--- src/rtl/ehgu_ram_arb_pkg.sv ---
// Shared request-class type and round-robin pointer helper for ehgu_ram_arbiter.
package ehgu_ram_arb_pkg;

    typedef enum logic {
        REQ_RD = 1'b0,
        REQ_WR = 1'b1
    } req_kind_e;

    // Priority pointer after a grant to requester ptr, wrapping at nreq.
    function automatic int unsigned rr_next(input int unsigned ptr, input int unsigned nreq);
        int unsigned nxt;
        if (ptr + 32'd1 >= nreq) begin
            nxt = 32'd0;
        end else begin
            nxt = ptr + 32'd1;
        end
        return nxt;
    endfunction

endpackage

--- src/rtl/ehgu_rr_arbiter.sv ---
// Round-robin arbiter: one-hot grant from a request vector; the priority
// pointer advances past the winner only when en commits the grant.
module ehgu_rr_arbiter
    import ehgu_ram_arb_pkg::*;
#(
    parameter int NREQ = 2,
    parameter int PW   = (NREQ > 1) ? $clog2(NREQ) : 1
) (
    input  logic            clk,
    input  logic            rst_n,
    input  logic            en,
    input  logic [NREQ-1:0] req,
    output logic [NREQ-1:0] grant,
    output logic [PW-1:0]   grant_idx,
    output logic            grant_any
);

    logic [PW-1:0] ptr_r;

    // Scan requesters starting at the pointer; first one found wins.
    always_comb begin
        logic [PW-1:0] cand;
        cand      = '0;
        grant     = '0;
        grant_idx = '0;
        grant_any = 1'b0;
        for (int i = 0; i < NREQ; i++) begin
            cand = PW'((32'(ptr_r) + 32'(i)) % 32'(NREQ));
            if (req[cand] && !grant_any) begin
                grant[cand] = 1'b1;
                grant_idx   = cand;
                grant_any   = 1'b1;
            end else begin
                grant_any = grant_any;
            end
        end
    end

    // Priority pointer: moves to winner+1 on a committed grant, else holds.
    always_ff @(posedge clk or negedge rst_n) begin
        if (!rst_n) begin
            ptr_r <= '0;
        end else if (en && grant_any) begin
            ptr_r <= PW'(rr_next(32'(grant_idx), 32'(NREQ)));
        end else begin
            ptr_r <= ptr_r;
        end
    end

endmodule

--- src/rtl/ehgu_ram_arbiter.sv ---
// Shares one 1W/1R RAM among NREQ requesters with independent write/read
// round-robin. Optional macro EHGU_RAM_ARB_FWD_EN forwards write data to a
// same-cycle same-address read instead of stalling that read.
module ehgu_ram_arbiter
    import ehgu_ram_arb_pkg::*;
#(
    parameter int DEPTH = 16,
    parameter int WIDTH = 8,
    parameter int NREQ  = 2
) (
    input  logic                          clk,
    input  logic                          rst_n,
    input  logic [NREQ-1:0]               req_valid,
    input  logic [NREQ-1:0]               req_we,
    input  logic [NREQ*$clog2(DEPTH)-1:0] req_addr,
    input  logic [NREQ*WIDTH-1:0]         req_wdata,
    output logic [NREQ-1:0]               req_ready,
    output logic [NREQ-1:0]               rsp_valid,
    output logic [WIDTH-1:0]              rsp_data,
    output logic                          ram_wenable,
    output logic [$clog2(DEPTH)-1:0]      ram_waddr,
    output logic [WIDTH-1:0]              ram_wdata,
    output logic                          ram_renable,
    output logic [$clog2(DEPTH)-1:0]      ram_raddr,
    input  logic [WIDTH-1:0]              ram_rdata
);

    localparam int AW = $clog2(DEPTH);
    localparam int PW = (NREQ > 1) ? $clog2(NREQ) : 1;

    logic [NREQ-1:0]  wr_req_s, rd_req_s, wgnt_s, rgnt_s;
    logic [PW-1:0]    widx_s, ridx_s, rsp_idx_r;
    logic             wany_s, rany_s, hazard_s, rd_fire_s, ren_s, rsp_pend_r;
    logic [AW-1:0]    waddr_s, raddr_s;
    logic [WIDTH-1:0] wdata_s;

    // Split valid requests into write and read classes.
    always_comb begin
        wr_req_s = '0;
        rd_req_s = '0;
        for (int i = 0; i < NREQ; i++) begin
            if (req_valid[i]) begin
                if (req_kind_e'(req_we[i]) == REQ_WR) begin
                    wr_req_s[i] = 1'b1;
                end else begin
                    rd_req_s[i] = 1'b1;
                end
            end else begin
                wr_req_s[i] = 1'b0;
            end
        end
    end

    ehgu_rr_arbiter #(.NREQ(NREQ), .PW(PW)) u_warb (
        .clk(clk), .rst_n(rst_n), .en(1'b1), .req(wr_req_s),
        .grant(wgnt_s), .grant_idx(widx_s), .grant_any(wany_s)
    );

    ehgu_rr_arbiter #(.NREQ(NREQ), .PW(PW)) u_rarb (
        .clk(clk), .rst_n(rst_n), .en(rd_fire_s), .req(rd_req_s),
        .grant(rgnt_s), .grant_idx(ridx_s), .grant_any(rany_s)
    );

    // Winner address/data selection and read/write hazard resolution.
    always_comb begin
        waddr_s  = req_addr[32'(widx_s)*AW +: AW];
        raddr_s  = req_addr[32'(ridx_s)*AW +: AW];
        wdata_s  = req_wdata[32'(widx_s)*WIDTH +: WIDTH];
        hazard_s = wany_s && rany_s && (raddr_s == waddr_s);
`ifdef EHGU_RAM_ARB_FWD_EN
        rd_fire_s = rany_s;
        ren_s     = rany_s && !hazard_s;
`else
        rd_fire_s = rany_s && !hazard_s;
        ren_s     = rd_fire_s;
`endif
    end

    assign req_ready   = wgnt_s | (rd_fire_s ? rgnt_s : {NREQ{1'b0}});
    assign ram_wenable = wany_s;
    assign ram_waddr   = wany_s ? waddr_s : {AW{1'b0}};
    assign ram_wdata   = wany_s ? wdata_s : {WIDTH{1'b0}};
    assign ram_renable = ren_s;
    assign ram_raddr   = ren_s ? raddr_s : {AW{1'b0}};

    // Response pipeline: remember which requester's read is in flight.
    always_ff @(posedge clk or negedge rst_n) begin
        if (!rst_n) begin
            rsp_pend_r <= 1'b0;
            rsp_idx_r  <= '0;
        end else begin
            rsp_pend_r <= rd_fire_s;
            rsp_idx_r  <= rd_fire_s ? ridx_s : {PW{1'b0}};
        end
    end

    // One-hot response strobe towards the requester that won the read.
    always_comb begin
        rsp_valid = '0;
        if (rsp_pend_r) begin
            rsp_valid[rsp_idx_r] = 1'b1;
        end else begin
            rsp_valid = '0;
        end
    end

`ifdef EHGU_RAM_ARB_FWD_EN
    logic             fwd_sel_r;
    logic [WIDTH-1:0] fwd_data_r;

    // Forward register: a hazard read returns the colliding write's data.
    always_ff @(posedge clk or negedge rst_n) begin
        if (!rst_n) begin
            fwd_sel_r  <= 1'b0;
            fwd_data_r <= '0;
        end else begin
            fwd_sel_r  <= hazard_s;
            fwd_data_r <= hazard_s ? wdata_s : fwd_data_r;
        end
    end

    assign rsp_data = fwd_sel_r ? fwd_data_r : ram_rdata;
`else
    assign rsp_data = ram_rdata;
`endif

endmodule

--- config.mk ---
export PLATFORM = sky130hd
export DESIGN_NAME = ehgu_ram_arbiter
export DESIGN_NICKNAME = d
export VERILOG_FILES = /design/src/rtl/ehgu_ram_arb_pkg.sv /design/src/rtl/ehgu_rr_arbiter.sv /design/src/rtl/ehgu_ram_arbiter.sv
export SDC_FILE = /design/constraint.sdc
export NUM_CORES = 1
export LEC_CHECK = 0
export ABC_CLOCK_PERIOD_IN_PS = 1980
export BUFFER_PORTS_ARGS = -buffer_cell sky130_fd_sc_hd__buf_2
export CORE_MARGIN = 1
export CORE_UTILIZATION = 33
export CTS_CLUSTER_DIAMETER = 100
export CTS_CLUSTER_SIZE = 20
export DETAILED_ROUTE_END_ITERATION = 8
export GPL_TIMING_DRIVEN = 0
export PLACE_DENSITY = 0.78
export SLEW_MARGIN = 10
export SYNTH_ARGS = -nofsm -noshare
export SYNTH_HDL_FRONTEND = slang
export SYNTH_HIERARCHICAL = 1
export SYNTH_SLANG_ARGS = --single-unit
--- constraint.sdc ---
create_clock -name clk -period 1.98 [get_ports clk]
set_input_delay 0.396 -clock clk [delete_from_list [all_inputs] [get_ports clk]]
set_output_delay 0.396 -clock clk [all_outputs]
set_load 0.005 [all_outputs]
==> Yosys cells after proc, flatten, opt, wreduce, memory -nomap -nowiden <==
Cells that the tools add are included.
{ "op_classes": {"addsub": 4, "magnitude_cmp": 12, "n_eq_ne": 1, "shifts": 3, "n_mux": 46, "n_bitwise": 3, "n_reduce_logical": 14} }
{ "ops": {"columns": ["op", "n"], "rows": [
  ["two-way mux 1 bit", 32],
  ["indexed part select 16 x 5 -> 8 bit", 1],
  ["indexed part select 8 x 4 -> 4 bit", 2],
  ["two-way mux 2 bit", 6],
  ["logical AND 1 bit", 11],
  ["less-than comparator 1 x 2 -> 1 bit, second input constant", 5],
  ["two-way mux 4 bit", 2],
  ["two-way mux 8 bit", 1],
  ["bitwise OR 2 bit", 3],
  ["demux 1 bit (select 1 bit)", 5],
  [">= comparator 1 bit, second input constant", 5],
  ["adder 1 x 1 -> 2 bit, second input constant", 2],
  ["equality test 4 bit", 1],
  [">= comparator 2 bit, second input constant", 2],
  ["zero test 1 bit", 3],
  ["adder 1 bit, second input constant", 2]
]} }
{ "totals": {"ff_bits": 4, "input_bits": 38, "out_inout_bits": 30} }

==> Logic depth before layout (Yosys ltp) <==
{ "logic_depth": {"word_depth": 15, "ltp_mapped": 9} }

==> Modules after synthesis <==
Netlist, hierarchy kept.
{ "modules_own_cells": {"columns": ["mod", "instances", "cells_per_inst", "area_per_inst_um2"], "rows": [
  ["ehgu_ram_arbiter", 1, 71, 601.8],
  ["ehgu_rr_arbiter", 2, 8, 68.8]
]} }

==> Least setup slack after synthesis <==
No wires, ideal clock.
{ "synth_path": {"path_kind": "input to output", "start": "input req_valid[1]", "end": "output ram_raddr[0]", "arrival_ps": 1706, "required_time_ps": 1584, "path_slack_ps": -122, "stages": 7, "n_path_buf": 1, "cell_sequence": "nor2b_1 > a21boi_1 > buf_6 > xor2_2 > a21boi_4 > a211oi_4 > nor3b_1"} }
{ "synth_between": {"elab_chain_cells": 13, "word_cells_on_any_way": 30} }
{ "synth_rtl": {"columns": ["item", "line_no", "rtl"], "rows": [
  ["start: declaration", "ehgu_ram_arbiter.sv:13", "input logic [NREQ-1:0] req_valid,"],
  ["two-way mux 1 bit (*)", "ehgu_ram_arbiter.sv:42", "if (req_valid[i]) begin"],
  ["two-way mux 1 bit (implied by the code) (2 in a row)", "ehgu_rr_arbiter.sv:29", "if (req[cand] && !grant_any) begin"],
  ["two-way mux 1 bit", "ehgu_rr_arbiter.sv:29", null],
  ["zero test 1 bit", "ehgu_rr_arbiter.sv:29", null],
  ["logical AND 1 bit", "ehgu_rr_arbiter.sv:29", null],
  ["two-way mux 1 bit (*)", "ehgu_rr_arbiter.sv:29", null],
  ["named net ridx_s", "ehgu_ram_arbiter.sv:32", "logic [PW-1:0] widx_s, ridx_s, rsp_idx_r;"],
  ["indexed part select 8 x 4 -> 4 bit (*)", "ehgu_ram_arbiter.sv:67", "raddr_s = req_addr[32'(ridx_s)*AW +: AW];"],
  ["equality test 4 bit", "ehgu_ram_arbiter.sv:69", "hazard_s = wany_s && rany_s && (raddr_s == waddr_s);"],
  ["logical AND 1 bit", "ehgu_ram_arbiter.sv:69", null],
  ["zero test 1 bit", "ehgu_ram_arbiter.sv:74", "rd_fire_s = rany_s && !hazard_s;"],
  ["logical AND 1 bit", "ehgu_ram_arbiter.sv:74", null],
  ["two-way mux 4 bit (*)", "ehgu_ram_arbiter.sv:84", "assign ram_raddr = ren_s ? raddr_s : {AW{1'b0}};"],
  ["end: declaration", "ehgu_ram_arbiter.sv:24", "output logic [$clog2(DEPTH)-1:0] ram_raddr,"]
]} }
Mark *: on every way through the listed nets, which the timed path passes. The rest lies on a longest branch. The select of a mux whose other input is x is not followed.

==> metrics.cfg <==
[synthesis]
synth_top_area_cell = mux2i_1
seq_area_frac_synth = 0.135
ys.warnings.count = 6
postSynthCellCount = 87
synth_cell_types = 26
synthTopCellsByArea = mux2i_1 22%, dfrtp_1 14%, nor2b_1 14%
avgSynthCellArea_um2 = 8.50
syn_area_um2 = 739
synth_seq_cells = 4
netlist.area_leader.share = 0.217

[worst_setup_path]
startpoint_type = flop
arrival_ns = 1.85
endpoint_kind = output pin
cpPeakStageDelay_ns = 0.36
critical-path-top-delay-family = buffers and inverters
path_class = flop to output pin
cp.required_ns = 1.58
crit_chain = inv_2 > a21boi_2 > buf_6 > xor2_4 > a21boi_4 > a211oi_4 > buf_6 > nor3b_2 > buf_2
critPathBufInv = 4
slowest_stage = dfrtp_1
crit_path_frequent_cell = buf_6
critPathMaxFanout = 4

[floorplanning]
io_pins = 68
die_h_um = 49.3
num_rows = 16
die-area_mm2 = 0.00243
die_w_um = 49.3
start_util = 0.362
core-area_mm2 = 0.00204

[timing]
drv_slew = 0
setup_viol = 19
fin_ws_ns = -0.263
min_period_over_period = 1.13
fin_crit_ns = 2.24
rsz0062_at_grt = yes
skew_ns = 0.000512
hold_viol_final = 0
clock.fmax_mhz = 446
tns_ns = -2.42

[detailed_routing]
drtIter0Drc = 12
vias = 938
viasPerCell = 4.76
drc = 0
avgRoutedWirePerCell_um = 12.7
drtAntennaViolNets = 0
first_pass_iters = 4
routed_wl_um = 2510

[power_and_ir_drop]
p_per_area_mw_per_mm2 = 422
ir_worst_vdd_v = 0.000251
clkPwrFrac = 0.165
power.total_w = 0.000604
power_frac_seq = 0.184
leakagePower_nw = 0.731
internal_power_w = 0.000391
switchingPower_w = 0.000213
switching_share = 0.352
comb_power_share = 0.651

[placed_design]
dp.final_hpwl_um = 1530
gp_routability_congestion = 0.731
dp.cells = 174
io_buffers = 59
place_area_mm2 = 0.00112

[finish]
diodes = 0
stdcell_count = 197
final_cell_mix = 56 x buf_2, 17 x buf_4, 15 x mux2i_1
layout_commonest_cell = buf_2
nNetsFinal = 210
final_util = 0.702
final_area_mm2 = 0.00143
area_growth_pct = 93.7
final_layout_size_suffix_gt1_frac = 0.659

[clocking]
htree_levels = 1
cts_sinks = 4
cts-root-buf = clkbuf_4
clkTransAtPathRegs_ns = 0.04
clk_latency_ns = 0.23
clk_path_buf_depth = 2
cts_tree = done
cts_buffers = 3

[global_route]
overflow = 0
grt_pass1_wl_um = 3840
grt_pass1_vias = 911
antenna_found_initial = 0
grt_max_degree = 11
track_usage = 0.207

[status]
violations = setup timing
status = complete, but fails checks

[worst_hold_path]
hp-class = primary input to asynchronous set/reset pin

[job]
drv_cap = 0

-- kinds of logic after synthesis --
kind of cell              count (synthesis)  share of synthesized area
and+or+nand+nor                          32                      0.277
muxes                                    16                      0.217
AOI/OAI and AO/OA                        15                      0.171
buffers and inverters                    14                      0.125
xor gates and xnor gates                  5                     0.0694
DFF                                       4                      0.135
other                                     1                    0.00507
-- area by class of cell --
cell class	count	area, um2
multi-input combinational	70	633
fill	155	609
timing repair buffer	79	529
tap	27	33.8
clock buffer	3	22.5
buffer	12	106
sequential	4	100
inverter	2	7.51
-- per-layer routing --
metal  global-route usage  up-vias  part of all wire
met5                    0        -                 0
met4                0.108        0             0.020
met3               0.0405        6             0.053
met2                0.402       51              0.56
met1                0.202      427              0.37
li1                     -      454                 -
-- path summary, 6_finish.rpt --
kind | start | to | slack, ns | cells past startpoint
setup / recovery | flop | ram_raddr[0] | -0.26 | 9
hold / removal | rst_n | asynchronous set/reset pin | 0.50 | 2
setup reg to reg | flop | flop | 0.09 | 12
hold reg to reg | flop | flop | 0.62 | 2
max in group asynchronous | rst_n | rsp_idx_r | 1.37 | 2
min in group clk | req_we[0] | flop | 0.50 | 4
-- power groups by stage --
stage	clock network (W)	registers [W]	logic, W
detailed placement	0	0.000114	0.000267
global placement	0	0.000113	0.000259
finish	0.0000995	0.000111	0.000393
CTS	0.000103	0.000110	0.000356
global route	0.000111	0.000113	0.000422
floorplan	0	0.000110	0.000172
-- worst register-to-register path, stage by stage (launching register included) --
cell	delay, ns
dfrtp_1	0.39
inv_2	0.08
a21boi_2	0.06
buf_6	0.13
buf_4	0.13
nor2_1	0.13
o21ai_2	0.08
a211oi_4	0.25
buf_6	0.16
nor2b_4	0.05
buf_6	0.11
a21oi_1	0.13
a31oi_1	0.06
-- repair_timing --
action                                  4_1_cts  5_1_grt
hold buffers                                  1        0
pin swaps                                    11       11
resized for setup                            20        8
buffers inserted                             13        5
endpoints found under the setup margin       18       19
gates cloned                                  1        0
endpoints found under the hold margin         4        0
-- Yosys cell counts --
cell type  number
buf_4           8
and2_1          3
dfrtp_1         4
o21bai_1        2
nor2b_1        16
clkbuf_1        1
nand4bb_1       1
mux2i_1        16
a21oi_1         2
buf_6           1
a211oi_4        1
a31oi_1         2
xor2_2          1
buf_2           2
or2_1           2
nor2_1          2
nor3b_2         2
o21ai_0         1
xnor2_1         4
nand2_1         4
a21boi_0        2
a21boi_4        1
conb_1          1
a21boi_1        4
inv_1           2
nor3b_1         2
-- through the flow --
| step | setup slack, ns | hold slack (ns) |
|---|---|---|
| floorplan | -0.0312 | 0.100 |
| global placement | -0.403 | 0.200 |
| detailed placement | -0.448 | 0.201 |
| CTS | -0.221 | 0.501 |
| global route | -0.377 | 0.499 |
| finish | -0.263 | 0.500 |
(Power assumes the default switching activity.)
